[src/rtl/mole_spawner_if.sv]
// Mole spawner bus: pause/mole feedback into the spawner, start pulses and round status out.
// Latency: none, this is wiring only.
// Backpressure: none; pause is the only throttle and it is a plain level input.
//
// Signals:
//   pause        - freezes the spawner while high
//   mole_states  - 2 bits per mole from the mole array, 2'b00 = idle
//   start_moles  - one-hot start pulse to the mole array
//   round_over   - round has expired
//   ticks_left   - remaining round ticks
//   spawn_count  - successful spawns, saturating
//   skip_count   - attempts that found every hole busy, saturating
interface mole_spawner_if;
    logic        pause;
    logic [31:0] mole_states;
    logic [15:0] start_moles;
    logic        round_over;
    logic [15:0] ticks_left;
    logic [7:0]  spawn_count;
    logic [7:0]  skip_count;

    // spawner side
    modport master (
        input  pause,
        input  mole_states,
        output start_moles,
        output round_over,
        output ticks_left,
        output spawn_count,
        output skip_count
    );

    // mole array / game controller side
    modport slave (
        output pause,
        output mole_states,
        input  start_moles,
        input  round_over,
        input  ticks_left,
        input  spawn_count,
        input  skip_count
    );
endinterface

[src/rtl/mole_spawner.sv]
// Picks a hole with an LFSR, linearly probes past busy holes and fires a one-cycle start pulse.
// Latency: first pulse P+1 ticks after reset release; each busy hole probed adds one tick.
// Backpressure: pause freezes all state and masks start_moles; busy holes are skipped, not queued.
//
// Ports:
//   animation_clk - game tick clock, rising edge
//   rst           - synchronous, active-high reset (overrides pause)
//   bus           - mole_spawner_if.master: pause, mole_states in; start_moles,
//                   round_over, ticks_left, spawn_count, skip_count out
//
// Optional feature macro: MOLE_SPAWN_SPEEDUP_EN
//   When defined, the wait period shrinks by one tick after every 8th spawn,
//   floored at MIN_PERIOD. When undefined the period is fixed at SPAWN_PERIOD.
module mole_spawner #(
    parameter int          SPAWN_PERIOD = 20,
    parameter int          ROUND_TICKS  = 1200,
    parameter logic [15:0] LFSR_SEED    = 16'hACE1,
    parameter int          MIN_PERIOD   = 4
) (
    input  logic           animation_clk,
    input  logic           rst,
    mole_spawner_if.master bus
);

    // ------------------------------------------------------------------
    // Elaboration-time parameter sanity
    // ------------------------------------------------------------------
    if (SPAWN_PERIOD < 4 || SPAWN_PERIOD > 255) begin : g_bad_period
        $error("mole_spawner: SPAWN_PERIOD must be in 4..255");
    end
    if (ROUND_TICKS < 1 || ROUND_TICKS > 65535) begin : g_bad_round
        $error("mole_spawner: ROUND_TICKS must be in 1..65535");
    end
    if (LFSR_SEED == 16'h0000) begin : g_bad_seed
        $error("mole_spawner: LFSR_SEED must be nonzero");
    end
    if (MIN_PERIOD < 4 || MIN_PERIOD > SPAWN_PERIOD) begin : g_bad_min
        $error("mole_spawner: MIN_PERIOD must be in 4..SPAWN_PERIOD");
    end

    typedef enum logic [1:0] {
        S_WAIT  = 2'd0,
        S_PROBE = 2'd1,
        S_FIRE  = 2'd2,
        S_DONE  = 2'd3
    } state_t;

    state_t      state_q,  state_nxt;
    logic [7:0]  wait_q,   wait_nxt;
    logic [3:0]  idx_q,    idx_nxt;
    logic [3:0]  probe_q,  probe_nxt;
    logic [15:0] lfsr_q,   lfsr_nxt;
    logic [15:0] ticks_q,  ticks_nxt;
    logic        round_q,  round_nxt;
    logic [7:0]  spawn_q,  spawn_nxt;
    logic [7:0]  skip_q,   skip_nxt;
    logic [15:0] start_q,  start_nxt;

    // Wait-counter reload values: cur_period after a skip, fire_period after
    // a spawn (the latter already reflects a speedup step earned by that spawn).
    logic [7:0]  cur_period;
    logic [7:0]  fire_period;

    logic        lfsr_fb;
    logic        hole_busy;

`ifdef MOLE_SPAWN_SPEEDUP_EN
    logic [7:0] period_q, period_nxt;
    logic [2:0] burst_q,  burst_nxt;   // spawns modulo 8
    logic       fire_evt;

    assign fire_evt   = (state_q == S_FIRE) && !bus.pause;
    assign cur_period = period_q;

    always_comb begin
        period_nxt  = period_q;
        burst_nxt   = burst_q;
        fire_period = period_q;
        // The 8th spawn of a group shortens the very next wait.
        if (burst_q == 3'd7 && period_q > 8'(MIN_PERIOD)) begin
            fire_period = period_q - 8'd1;
        end
        if (fire_evt) begin
            burst_nxt  = burst_q + 3'd1;
            period_nxt = fire_period;
        end
    end

    always_ff @(posedge animation_clk) begin
        if (rst) begin
            period_q <= 8'(SPAWN_PERIOD);
            burst_q  <= 3'd0;
        end else begin
            period_q <= period_nxt;
            burst_q  <= burst_nxt;
        end
    end
`else
    assign cur_period  = 8'(SPAWN_PERIOD);
    assign fire_period = cur_period;
`endif

    // ------------------------------------------------------------------
    // Next-state / datapath
    // ------------------------------------------------------------------
    always_comb begin
        state_nxt = state_q;
        wait_nxt  = wait_q;
        idx_nxt   = idx_q;
        probe_nxt = probe_q;
        lfsr_nxt  = lfsr_q;
        ticks_nxt = ticks_q;
        round_nxt = round_q;
        spawn_nxt = spawn_q;
        skip_nxt  = skip_q;
        start_nxt = start_q;

        // x^16 + x^14 + x^13 + x^11 + 1, Fibonacci form shifting toward bit 0
        lfsr_fb   = lfsr_q[0] ^ lfsr_q[2] ^ lfsr_q[3] ^ lfsr_q[5];
        hole_busy = (bus.mole_states[{idx_q, 1'b0} +: 2] != 2'b00);

        if (!bus.pause) begin
            lfsr_nxt = {lfsr_fb, lfsr_q[15:1]};

            case (state_q)
                S_WAIT: begin
                    if (wait_q == 8'd0) begin
                        idx_nxt   = lfsr_q[3:0];
                        probe_nxt = 4'd0;
                        state_nxt = S_PROBE;
                    end else begin
                        wait_nxt = wait_q - 8'd1;
                    end
                end

                S_PROBE: begin
                    if (!hole_busy) begin
                        // Register the pulse so it is on the wire for the whole FIRE tick.
                        state_nxt = S_FIRE;
                        start_nxt = 16'd1 << idx_q;
                    end else begin
                        idx_nxt = idx_q + 4'd1;   // wraps 15 -> 0
                        if (probe_q == 4'd15) begin
                            if (skip_q != 8'hFF) begin
                                skip_nxt = skip_q + 8'd1;
                            end
                            wait_nxt  = cur_period - 8'd1;
                            state_nxt = S_WAIT;
                        end else begin
                            probe_nxt = probe_q + 4'd1;
                        end
                    end
                end

                S_FIRE: begin
                    start_nxt = 16'd0;
                    if (spawn_q != 8'hFF) begin
                        spawn_nxt = spawn_q + 8'd1;
                    end
                    wait_nxt  = fire_period - 8'd1;
                    state_nxt = S_WAIT;
                end

                S_DONE: begin
                    // terminal: only rst leaves
                end
            endcase

            // Round expiry wins over whatever the FSM decided this tick. A
            // pulse already on the wire has completed (and is counted); an
            // in-flight probe is dropped without firing or counting a skip.
            if (state_q != S_DONE) begin
                ticks_nxt = ticks_q - 16'd1;
                if (ticks_q == 16'd1) begin
                    state_nxt = S_DONE;
                    round_nxt = 1'b1;
                    start_nxt = 16'd0;
                    skip_nxt  = skip_q;
                end
            end
        end
    end

    // ------------------------------------------------------------------
    // State registers
    // ------------------------------------------------------------------
    always_ff @(posedge animation_clk) begin
        if (rst) begin
            state_q <= S_WAIT;
            wait_q  <= 8'(SPAWN_PERIOD) - 8'd1;
            idx_q   <= 4'd0;
            probe_q <= 4'd0;
            lfsr_q  <= LFSR_SEED;
            ticks_q <= 16'(ROUND_TICKS);
            round_q <= 1'b0;
            spawn_q <= 8'd0;
            skip_q  <= 8'd0;
            start_q <= 16'd0;
        end else begin
            state_q <= state_nxt;
            wait_q  <= wait_nxt;
            idx_q   <= idx_nxt;
            probe_q <= probe_nxt;
            lfsr_q  <= lfsr_nxt;
            ticks_q <= ticks_nxt;
            round_q <= round_nxt;
            spawn_q <= spawn_nxt;
            skip_q  <= skip_nxt;
            start_q <= start_nxt;
        end
    end

    // Pause masks the pulse immediately; the FSM stays in FIRE and replays
    // the full pulse once pause drops.
    assign bus.start_moles = bus.pause ? 16'd0 : start_q;
    assign bus.round_over  = round_q;
    assign bus.ticks_left  = ticks_q;
    assign bus.spawn_count = spawn_q;
    assign bus.skip_count  = skip_q;

endmodule
[src/flat_wrapper.sv]
// flat-port wrapper written by rule: the top's interface ports become plain ports
module mole_spawner_flat 
#(
    parameter int          SPAWN_PERIOD = 20,
    parameter int          ROUND_TICKS  = 1200,
    parameter logic [15:0] LFSR_SEED    = 16'hACE1,
    parameter int          MIN_PERIOD   = 4
)
  (animation_clk, rst, bus_pause, bus_mole_states, bus_start_moles, bus_round_over, bus_ticks_left, bus_spawn_count, bus_skip_count);
  mole_spawner_if bus_i ();
  input  logic animation_clk;
  input  logic rst;
  input wire logic [$bits(bus_i.pause)-1:0] bus_pause;
  input wire logic [$bits(bus_i.mole_states)-1:0] bus_mole_states;
  output wire logic [$bits(bus_i.start_moles)-1:0] bus_start_moles;
  output wire logic [$bits(bus_i.round_over)-1:0] bus_round_over;
  output wire logic [$bits(bus_i.ticks_left)-1:0] bus_ticks_left;
  output wire logic [$bits(bus_i.spawn_count)-1:0] bus_spawn_count;
  output wire logic [$bits(bus_i.skip_count)-1:0] bus_skip_count;
  assign bus_i.pause = bus_pause;
  assign bus_i.mole_states = bus_mole_states;
  assign bus_start_moles = bus_i.start_moles;
  assign bus_round_over = bus_i.round_over;
  assign bus_ticks_left = bus_i.ticks_left;
  assign bus_spawn_count = bus_i.spawn_count;
  assign bus_skip_count = bus_i.skip_count;
  mole_spawner #(.SPAWN_PERIOD(SPAWN_PERIOD), .ROUND_TICKS(ROUND_TICKS), .LFSR_SEED(LFSR_SEED), .MIN_PERIOD(MIN_PERIOD)) u_core (.animation_clk(animation_clk), .rst(rst), .bus(bus_i));
endmodule
[config.mk]
export PLATFORM = sky130hd
export DESIGN_NAME = mole_spawner_flat
export DESIGN_NICKNAME = d
export VERILOG_FILES = /design/src/rtl/mole_spawner_if.sv /design/src/rtl/mole_spawner.sv /design/src/flat_wrapper.sv
export SDC_FILE = /design/constraint.sdc
export NUM_CORES = 1
export LEC_CHECK = 0
export ABC_AREA = 1
export CORE_MARGIN = 2
export CORE_UTILIZATION = 45
export DETAILED_ROUTE_END_ITERATION = 8
export PLACE_DENSITY = 0.78
export SYNTH_ARGS = -nofsm -noshare
export SYNTH_HDL_FRONTEND = slang
export SYNTH_SLANG_ARGS = --single-unit
export TNS_END_PERCENT = 100
[constraint.sdc]
create_clock -name animation_clk -period 2.05 [get_ports animation_clk]
set_clock_uncertainty 0.2 [all_clocks]
set_input_delay 0.41 -clock animation_clk [delete_from_list [all_inputs] [get_ports animation_clk]]
set_output_delay 0.41 -clock animation_clk [all_outputs]
set_load 0.03 [all_outputs]
==> summary.txt, run 1 <==
======================================================================================
Clock root buffer ....................................................... sky130_fd_sc_hd__clkbuf_8
Violation count after the first detailed-routing iteration ..............          270
Static power due to leakage .............................................      2.77 nW
Reg2Reg Depth ...........................................................           11
Wire length of the first global-routing pass ............................      20.1 mm
Post-Synthesis Net Count ................................................          736
Worst hold path stage count .............................................            3
Largest net degree at the start of global routing .......................           51
Die width ...............................................................       105 µm
Effective utilization at floorplan ......................................        0.468
Slew @ Worst Pin ........................................................       596 ps
Number of maximum-capacitance violations ................................            0
FF+latch count, synth ...................................................           83
All-layer global routing usage ..........................................        0.215
Sort of element at the end of the critical path ......................... primary output
Final Routed Wirelength .................................................      12.1 mm
Number of nets in the finished design ...................................          861
Total placed cells including tap cells ..................................          925
Critical path buffer and inverter count .................................            1
Number of flops mapped to enable cells by yosys .........................            0
# diodes ................................................................            0
Placed wire-length estimate after detailed placement ....................      8.40 mm
Path class of the lowest-slack min-delay path ...........................       in2reg
Number of vias per cell .................................................         5.09
Hold violation count in the final report ................................            0
Number of H-tree branching levels .......................................            3
Max-slew violations .....................................................            0
Run status .............................................................. finished clean
Vias in the first global route ..........................................         4635
Fmax ....................................................................      495 MHz
Number of buffers inserted by hold repair at cts ........................            0
Clock sink count ........................................................           83
Post-route fraction of the period consumed by the critical path .........        0.985
CTS Buffer Depth ........................................................            2
First-pass detailed-route iteration total ...............................            5
Die outline height ......................................................       105 µm
Core ar. ................................................................  0.00982 mm²
Mean routed wirelength per cell .........................................      12.7 µm
Synthesized area per cell ...............................................     6.70 µm²
Io pins .................................................................           84
Worst-skew pair later-pin latency .......................................       370 ps
Largest incremental delay on the critical path ..........................       690 ps
Final cell count without fillers ........................................          948
Setup repair after global routing missed its margin .....................         true
Distinct cells, synth ...................................................           39
TritonCTS clock tree ....................................................          yes
Area share of the largest cell type after synthesis .....................        0.362
Kind of start point of the critical path ................................     register
Sequential element share of the synthesized area ........................        0.362
DRC viols ...............................................................            0
Clock slew seen by the registers of the worst setup and hold paths ......       100 ps
Overall via count from detail_route .....................................         4830
Area of the mapped netlist ..............................................  0.00459 mm²
Largest cells by area after synthesis ................................... sky130_fd_sc_hd__dfxtp_1 36%, sky130_fd_sc_hd__nand2_1 13%, sky130_fd_sc_hd__a21oi_1 7.8%
Final hold slack ........................................................       222 ps
Critical path type ......................................................      reg2out
WP data required ........................................................      1440 ps
Shortest clock period the worst path allows after layout ................      2020 ps
Last weighted congestion value of the routability-driven placer .........        0.875
Layout area overhead ....................................................        36.7%
Async S/R FF share, synth ...............................................            0
Main flop type after synthesis .......................................... sky130_fd_sc_hd__dfxtp_1
Delay-heaviest family, CP ............................................... buffers and inverters
Pwr Density .............................................................   571 mW/mm²
Count of mapped cells out of synthesis ..................................          685
Worst path arrival time .................................................      1410 ps
Port-buffer cells .......................................................           83
Count of yosys warnings during synthesis ................................            0
Remaining antenna violation count after routing .........................            0
Tightest slew margin relative to the limit ..............................        0.603
Setup violations, final .................................................            0
CP Cell Sequence ........................................................ clkdlybuf4s50_1
Library cell contributing the largest single delay on the critical path . sky130_fd_sc_hd__clkdlybuf4s50_1
Remaining global-route overflow .........................................            0
Number of buffers inserted during clock tree synthesis ..................            9
Proportion of layout cells with a drive suffix above 1 ..................        0.190
Die footprint ...........................................................   0.0110 mm²
# rows ..................................................................           36
Cell type contributing the most total cell area after synthesis ......... sky130_fd_sc_hd__dfxtp_1
Largest fanout of any net on the critical path ..........................            2
Critical path depth in cells ............................................            1
Maximum VDD drop ........................................................       396 µV
Initial antenna violation count .........................................            0
======================================================================================
[kinds of logic (layout without fill, tap and decap cells)]
family          count (synthesis)  in the layout  share of synthesized area
simple gates                  339            339                      0.327
compound gates                125            125                      0.140
buf+inv                       103            233                     0.0910
flops                          83             83                      0.362
xor+xnor                       19             19                     0.0362
fa+ha+maj                      16             16                     0.0436
[path summary, 6_finish.rpt]
path / startpoint / to / slack, ps
worst max-delay path: u_core.bus.round_over$_SDFFE_PP0P_ / bus_round_over / 30
worst max register to register: u_core.wait_q[1]$_SDFFE_PP1P_ / u_core.idx_q[3]$_SDFFE_PP0P_ / 50
worst min-delay path: rst / u_core.bus.ticks_left[5]$_SDFFE_PP1P_ / 220
worst min register to register: u_core.lfsr_q[6]$_SDFFE_PP1N_ / u_core.lfsr_q[5]$_SDFFE_PP1N_ / 270
[sequential cells by signal, summed over array words and instances, names as in the netlist, 4 cells and up]
signal,flops
u_core.bus.spawn_count,8
u_core.bus.ticks_left,16
u_core.bus.skip_count,8
u_core.lfsr_q,16
u_core.start_q,16
u_core.idx_q,4
u_core.wait_q,8
u_core.probe_q,4
[per-stage QoR]
| step | worst slack, ps | area [µm²] | power [mW] | setup TNS [ps] | utilization |
|---|---|---|---|---|---|
| floorplan | 27.0 | 4590 | 2.12 | 0 | - |
| global placement | -178 | 5840 | 2.36 | -5750 | 0.595 |
| detailed placement | -242 | 5840 | 2.38 | -7560 | 0.595 |
| CTS | 2.03 | 6040 | 3.57 | 0 | 0.615 |
| global route | -73.4 | 6280 | 3.75 | -368 | 0.639 |
| finish | 30.4 | 6280 | 3.58 | 0 | 0.639 |
[tightest hold or removal path: cells and delay by family]
family                 cells  cell delay [ps]
AND/OR/NAND/NOR            1              120
buffers and inverters      2              240
[synthesized netlist by cell type, types with 4 or more instances]
cell type / instances
sky130_fd_sc_hd__a21oi_1: 72
sky130_fd_sc_hd__nand4_1: 13
sky130_fd_sc_hd__nand3_1: 64
sky130_fd_sc_hd__xnor2_1: 7
sky130_fd_sc_hd__o21ai_0: 41
sky130_fd_sc_hd__dfxtp_1: 83
sky130_fd_sc_hd__o21ai_1: 6
sky130_fd_sc_hd__inv_1: 72
sky130_fd_sc_hd__clkbuf_1: 19
sky130_fd_sc_hd__xor2_1: 12
sky130_fd_sc_hd__nand2_1: 160
sky130_fd_sc_hd__ha_1: 16
sky130_fd_sc_hd__nor3_1: 7
sky130_fd_sc_hd__nor2_1: 73
sky130_fd_sc_hd__nand2_4: 4
[power breakdown]
part	total, mW	internal, mW	switching (mW)
clock network	1.19	0.484	0.707
logic	0.673	0.292	0.380
registers	1.72	1.67	0.0453
total	3.58	2.45	1.13
[metal layers]
metal  vias up  track usage  wire length (µm)
met5         -            0                 0
met2       124        0.383              6050
met3        15       0.0468               585
li1       2473            -                 -
met1      2218        0.258              5300
met4         0       0.0610               133
[placed cells by master, fill, tap and decap left out, types with 5 or more instances in the layout]
master,Yosys,routed
sky130_fd_sc_hd__nand2_1,160,153
sky130_fd_sc_hd__dfxtp_1,83,76
sky130_fd_sc_hd__a21oi_1,72,70
sky130_fd_sc_hd__inv_1,72,69
sky130_fd_sc_hd__buf_4,2,68
sky130_fd_sc_hd__nor2_1,73,63
sky130_fd_sc_hd__nand3_1,64,59
sky130_fd_sc_hd__o21ai_0,41,38
sky130_fd_sc_hd__clkdlybuf4s50_1,0,34
sky130_fd_sc_hd__dlygate4sd2_1,0,27
sky130_fd_sc_hd__ha_1,16,14
sky130_fd_sc_hd__nand4_1,13,13
sky130_fd_sc_hd__xor2_1,12,12
sky130_fd_sc_hd__o21ai_1,6,9
sky130_fd_sc_hd__clkbuf_8,0,9
sky130_fd_sc_hd__nand3_2,3,8
sky130_fd_sc_hd__nand2_2,3,8
sky130_fd_sc_hd__nor2_2,2,8
sky130_fd_sc_hd__xnor2_1,7,7
sky130_fd_sc_hd__dfxtp_2,0,7
sky130_fd_sc_hd__nand2_4,4,6
sky130_fd_sc_hd__nor2_4,1,5
sky130_fd_sc_hd__nor3_1,7,5
[what timing repair did]
item | CTS | global route
endpoints found under the hold margin | 0 | 0
buffers inserted | 0 | 7
pin swaps | 0 | 19
resized for setup | 36 | 55
endpoints found under the setup margin | 55 | 52
[area by class of cell]
type | count | area, µm²
clock inverter | 7 | 75.1
fill | 897 | 3540
tap | 133 | 166
inverter | 76 | 294
timing repair buffer | 141 | 1250
sequential | 83 | 1670
multi-input combinational | 499 | 2700
clock buffer | 9 | 124
Note: power is estimated with default switching activity, not from simulation.
==> run 2, diff against run 1 <==
PLACE_DENSITY = 0.83   (was 0.78)
SLEW_MARGIN = 40   (was unset)
==> summary.txt, run 2 (synthesis results as in run 1) <==
======================================================================================
Run status .............................................................. finished clean
Die footprint ...........................................................   0.0110 mm²   unchanged
Proportion of layout cells with a drive suffix above 1 ..................        0.153   -0.0370
Remaining global-route overflow .........................................            0   unchanged
Total negative slack for setup checks ...................................         0 ps   unchanged
Clock sink count ........................................................           83   unchanged
Die outline height ......................................................       105 µm   unchanged
Path class of the lowest-slack min-delay path ...........................       in2reg
Most common cell after layout, fill and taps aside ...................... sky130_fd_sc_hd__nand2_1
Largest net degree at the start of global routing .......................           51   unchanged
Highest routed metal layer ..............................................         met4
Max-slew violations .....................................................            0   unchanged
Reg2Reg Depth ...........................................................           13   +2
Critical path buffer and inverter count .................................            1   unchanged
Initial antenna violation count .........................................            0   unchanged
Sort of element at the end of the critical path ......................... primary output
Core utilization of the finished layout .................................        0.628   -0.0111
Maximum VDD drop ........................................................       370 µV   -6.3%
Worst hold path endpoint ................................................ u_core.bus.round_over$_SDFFE_PP0P_
Relative contribution of sequential cells to total power ................        0.481   about the same
Final cell count without fillers ........................................          936   -1.3%
Effective utilization at floorplan ......................................        0.468   unchanged
Clock slew seen by the registers of the worst setup and hold paths ......       100 ps   about the same
Critical path type ......................................................      reg2out
Pwr Density .............................................................   578 mW/mm²   +1.3%
Clock root buffer ....................................................... sky130_fd_sc_hd__clkbuf_8
TritonCTS clock tree ....................................................          yes
Commonest non-fill, non-tap cells in the layout ......................... 156 x sky130_fd_sc_hd__nand2_1, 76 x sky130_fd_sc_hd__dfxtp_1, 69 x sky130_fd_sc_hd__inv_1
Met2 routed wirelength ..................................................      6.01 mm   -0.78%
Worst-skew pair later-pin latency .......................................       370 ps   about the same
Worst path arrival time .................................................      1410 ps   about the same
Placed wire-length estimate after detailed placement ....................      8.24 mm   -2.0%
First-pass detailed-route iteration total ...............................            5   unchanged
Number of H-tree branching levels .......................................            3   unchanged
Wire length on met1 .....................................................      4.93 mm   -6.9%
Io pins .................................................................           84   unchanged
Port-buffer cells .......................................................           83   unchanged
CTS Buffer Depth ........................................................            2   unchanged
Sw frac .................................................................        0.293   -0.0227
Wire length of the first global-routing pass ............................      19.3 mm   -3.8%
Vias in the first global route ..........................................         4478   -3.4%
Setup violations, final .................................................            0   unchanged
Delay-heaviest family, CP ............................................... buffers and inverters
Fmax ....................................................................      494 MHz   -0.26%
Library cell contributing the largest single delay on the critical path . sky130_fd_sc_hd__clkdlybuf4s50_1
Slew @ Worst Pin ........................................................       588 ps   -7.87 ps
Static power due to leakage .............................................      2.75 nW   -0.68%
DRC viols ...............................................................            0   unchanged
# diodes ................................................................            0   unchanged
Switching Power .........................................................      1.05 mW   -7.6%
# rows ..................................................................           36   unchanged
Shortest clock period the worst path allows after layout ................      2020 ps   +5.22 ps
Number of vias per cell .................................................         5.17   +1.4%
CP Cell Sequence ........................................................ clkdlybuf4s50_1
Violation count after the first detailed-routing iteration ..............          248   -8.1%
Largest incremental delay on the critical path ..........................       680 ps   about the same
WP data required ........................................................      1440 ps   about the same
Met3 routed wirelength ..................................................       659 µm   +13%
Int Pwr .................................................................      2.52 mW   +2.8%
Mean routed wirelength per cell .........................................      12.6 µm   -1.3%
Origin of the critical flop-to-flop path ................................ u_core.wait_q[1]$_SDFFE_PP1P_
Number of maximum-capacitance violations ................................            0   unchanged
Die width ...............................................................       105 µm   unchanged
Total placed cells including tap cells ..................................          914   -1.2%
Number of buffers inserted during clock tree synthesis ..................            9   unchanged
Number of nets in the finished design ...................................          849   -1.4%
Kind of start point of the critical path ................................     register
Largest fanout of any net on the critical path ..........................            4   +2
Setup repair after global routing missed its margin .....................         true
Share of total power in the clock network ...............................        0.340   +0.008
Reg-to-reg endpoint ..................................................... u_core.idx_q[1]$_SDFFE_PP0P_
Worst reg2reg setup slack ...............................................        90 ps   +40 ps
Post-route fraction of the period consumed by the critical path .........        0.988   +0.00255
Worst hold path stage count .............................................            3   unchanged
Overall via count from detail_route .....................................         4835   +0.10%
Last weighted congestion value of the routability-driven placer .........        0.869   -0.59%
Combinational group share of total power ................................        0.179   -0.009
Final Routed Wirelength .................................................      11.8 mm   -2.5%
Layout area overhead ....................................................        34.4%
All-layer global routing usage ..........................................        0.206   -0.00844
Fill count ..............................................................          879   -2.0%
Startpoint of the worst hold path .......................................          rst
Remaining antenna violation count after routing .........................            0   unchanged
Hold violation count in the final report ................................            0   unchanged
Core ar. ................................................................  0.00982 mm²   unchanged
Tightest slew margin relative to the limit ..............................        0.608   +0.00525
======================================================================================
run 2: what timing repair did:
| item | in CTS | in global routing |
|---|---|---|
| pin swaps | 2 | 8 |
| setup buffers | 3 | 3 |
| setup endpoints to repair | 60 | 61 |
| hold buffers | 0 | 0 |
| gates resized for setup | 44 | 55 |
run 2: through the flow:
stage	cell area [µm²]	total power, mW	hold WS (ps)	setup WS, ps
floorplan	4590	2.12	229	27.0
detailed placement	5780	2.36	242	-221
CTS	5990	3.55	187	1.89
finish	6170	3.57	218	25.2
global route	6170	3.70	241	-48.4
global placement	5780	2.34	236	-172
run 2: worst max path at each step:
stage | start | end | depth (start not counted)
4_1_cts | u_core.bus.ticks_left[4]$_SDFFE_PP1P_ | bus_ticks_left[4] | 1
6_report | u_core.bus.spawn_count[1]$_SDFFE_PP0P_ | bus_spawn_count[1] | 1
2_1_floorplan | u_core.state_q[0]$_SDFFE_PP0N_ | u_core.bus.ticks_left[15]$_SDFFE_PP0P_ | 10
3_5_place_dp | bus_mole_states[18] | u_core.wait_q[0]$_SDFFE_PP1P_ | 13
3_3_place_gp | bus_mole_states[18] | u_core.start_q[10]$_SDFFE_PP0N_ | 12
5_1_grt | u_core.state_q[1]$_SDFFE_PP0N_ | u_core.bus.ticks_left[15]$_SDFFE_PP0P_ | 10
run 2: metal layers:
layer / track usage / up-vias
met5: 0 / -
met4: 0.0619 / 0
met3: 0.0393 / 16
met2: 0.379 / 140
met1: 0.240 / 2232
li1: - / 2447
run 2: area by class of cell:
| type | instances | area (µm²) | share of cell area |
|---|---|---|---|
| Inverter | 76 | 293 | 0.0475 |
| Clock buffer | 10 | 128 | 0.0207 |
| Tap cell | 133 | 166 | 0.0270 |
| Timing Repair Buffer | 129 | 1170 | 0.190 |
| Sequential cell | 83 | 1670 | 0.271 |
| Clock inverter | 6 | 70.1 | 0.0114 |
| Multi-Input combinational cell | 499 | 2670 | 0.432 |
run 2: power by group through the flow:
stage / clock, mW / combinational, mW / sequential [mW]
after floorplan: 0 / 0.356 / 1.77
after global placement: 0 / 0.593 / 1.75
after detailed placement: 0 / 0.607 / 1.75
after CTS: 1.23 / 0.610 / 1.71
after global routing: 1.27 / 0.703 / 1.72
final: 1.21 / 0.637 / 1.72
==> run 3, diff against run 2 <==
CAP_MARGIN = 40   (was unset)
==> results of run 3 <==
No change in the layout: final DEF, timing and power equal those of run 2.
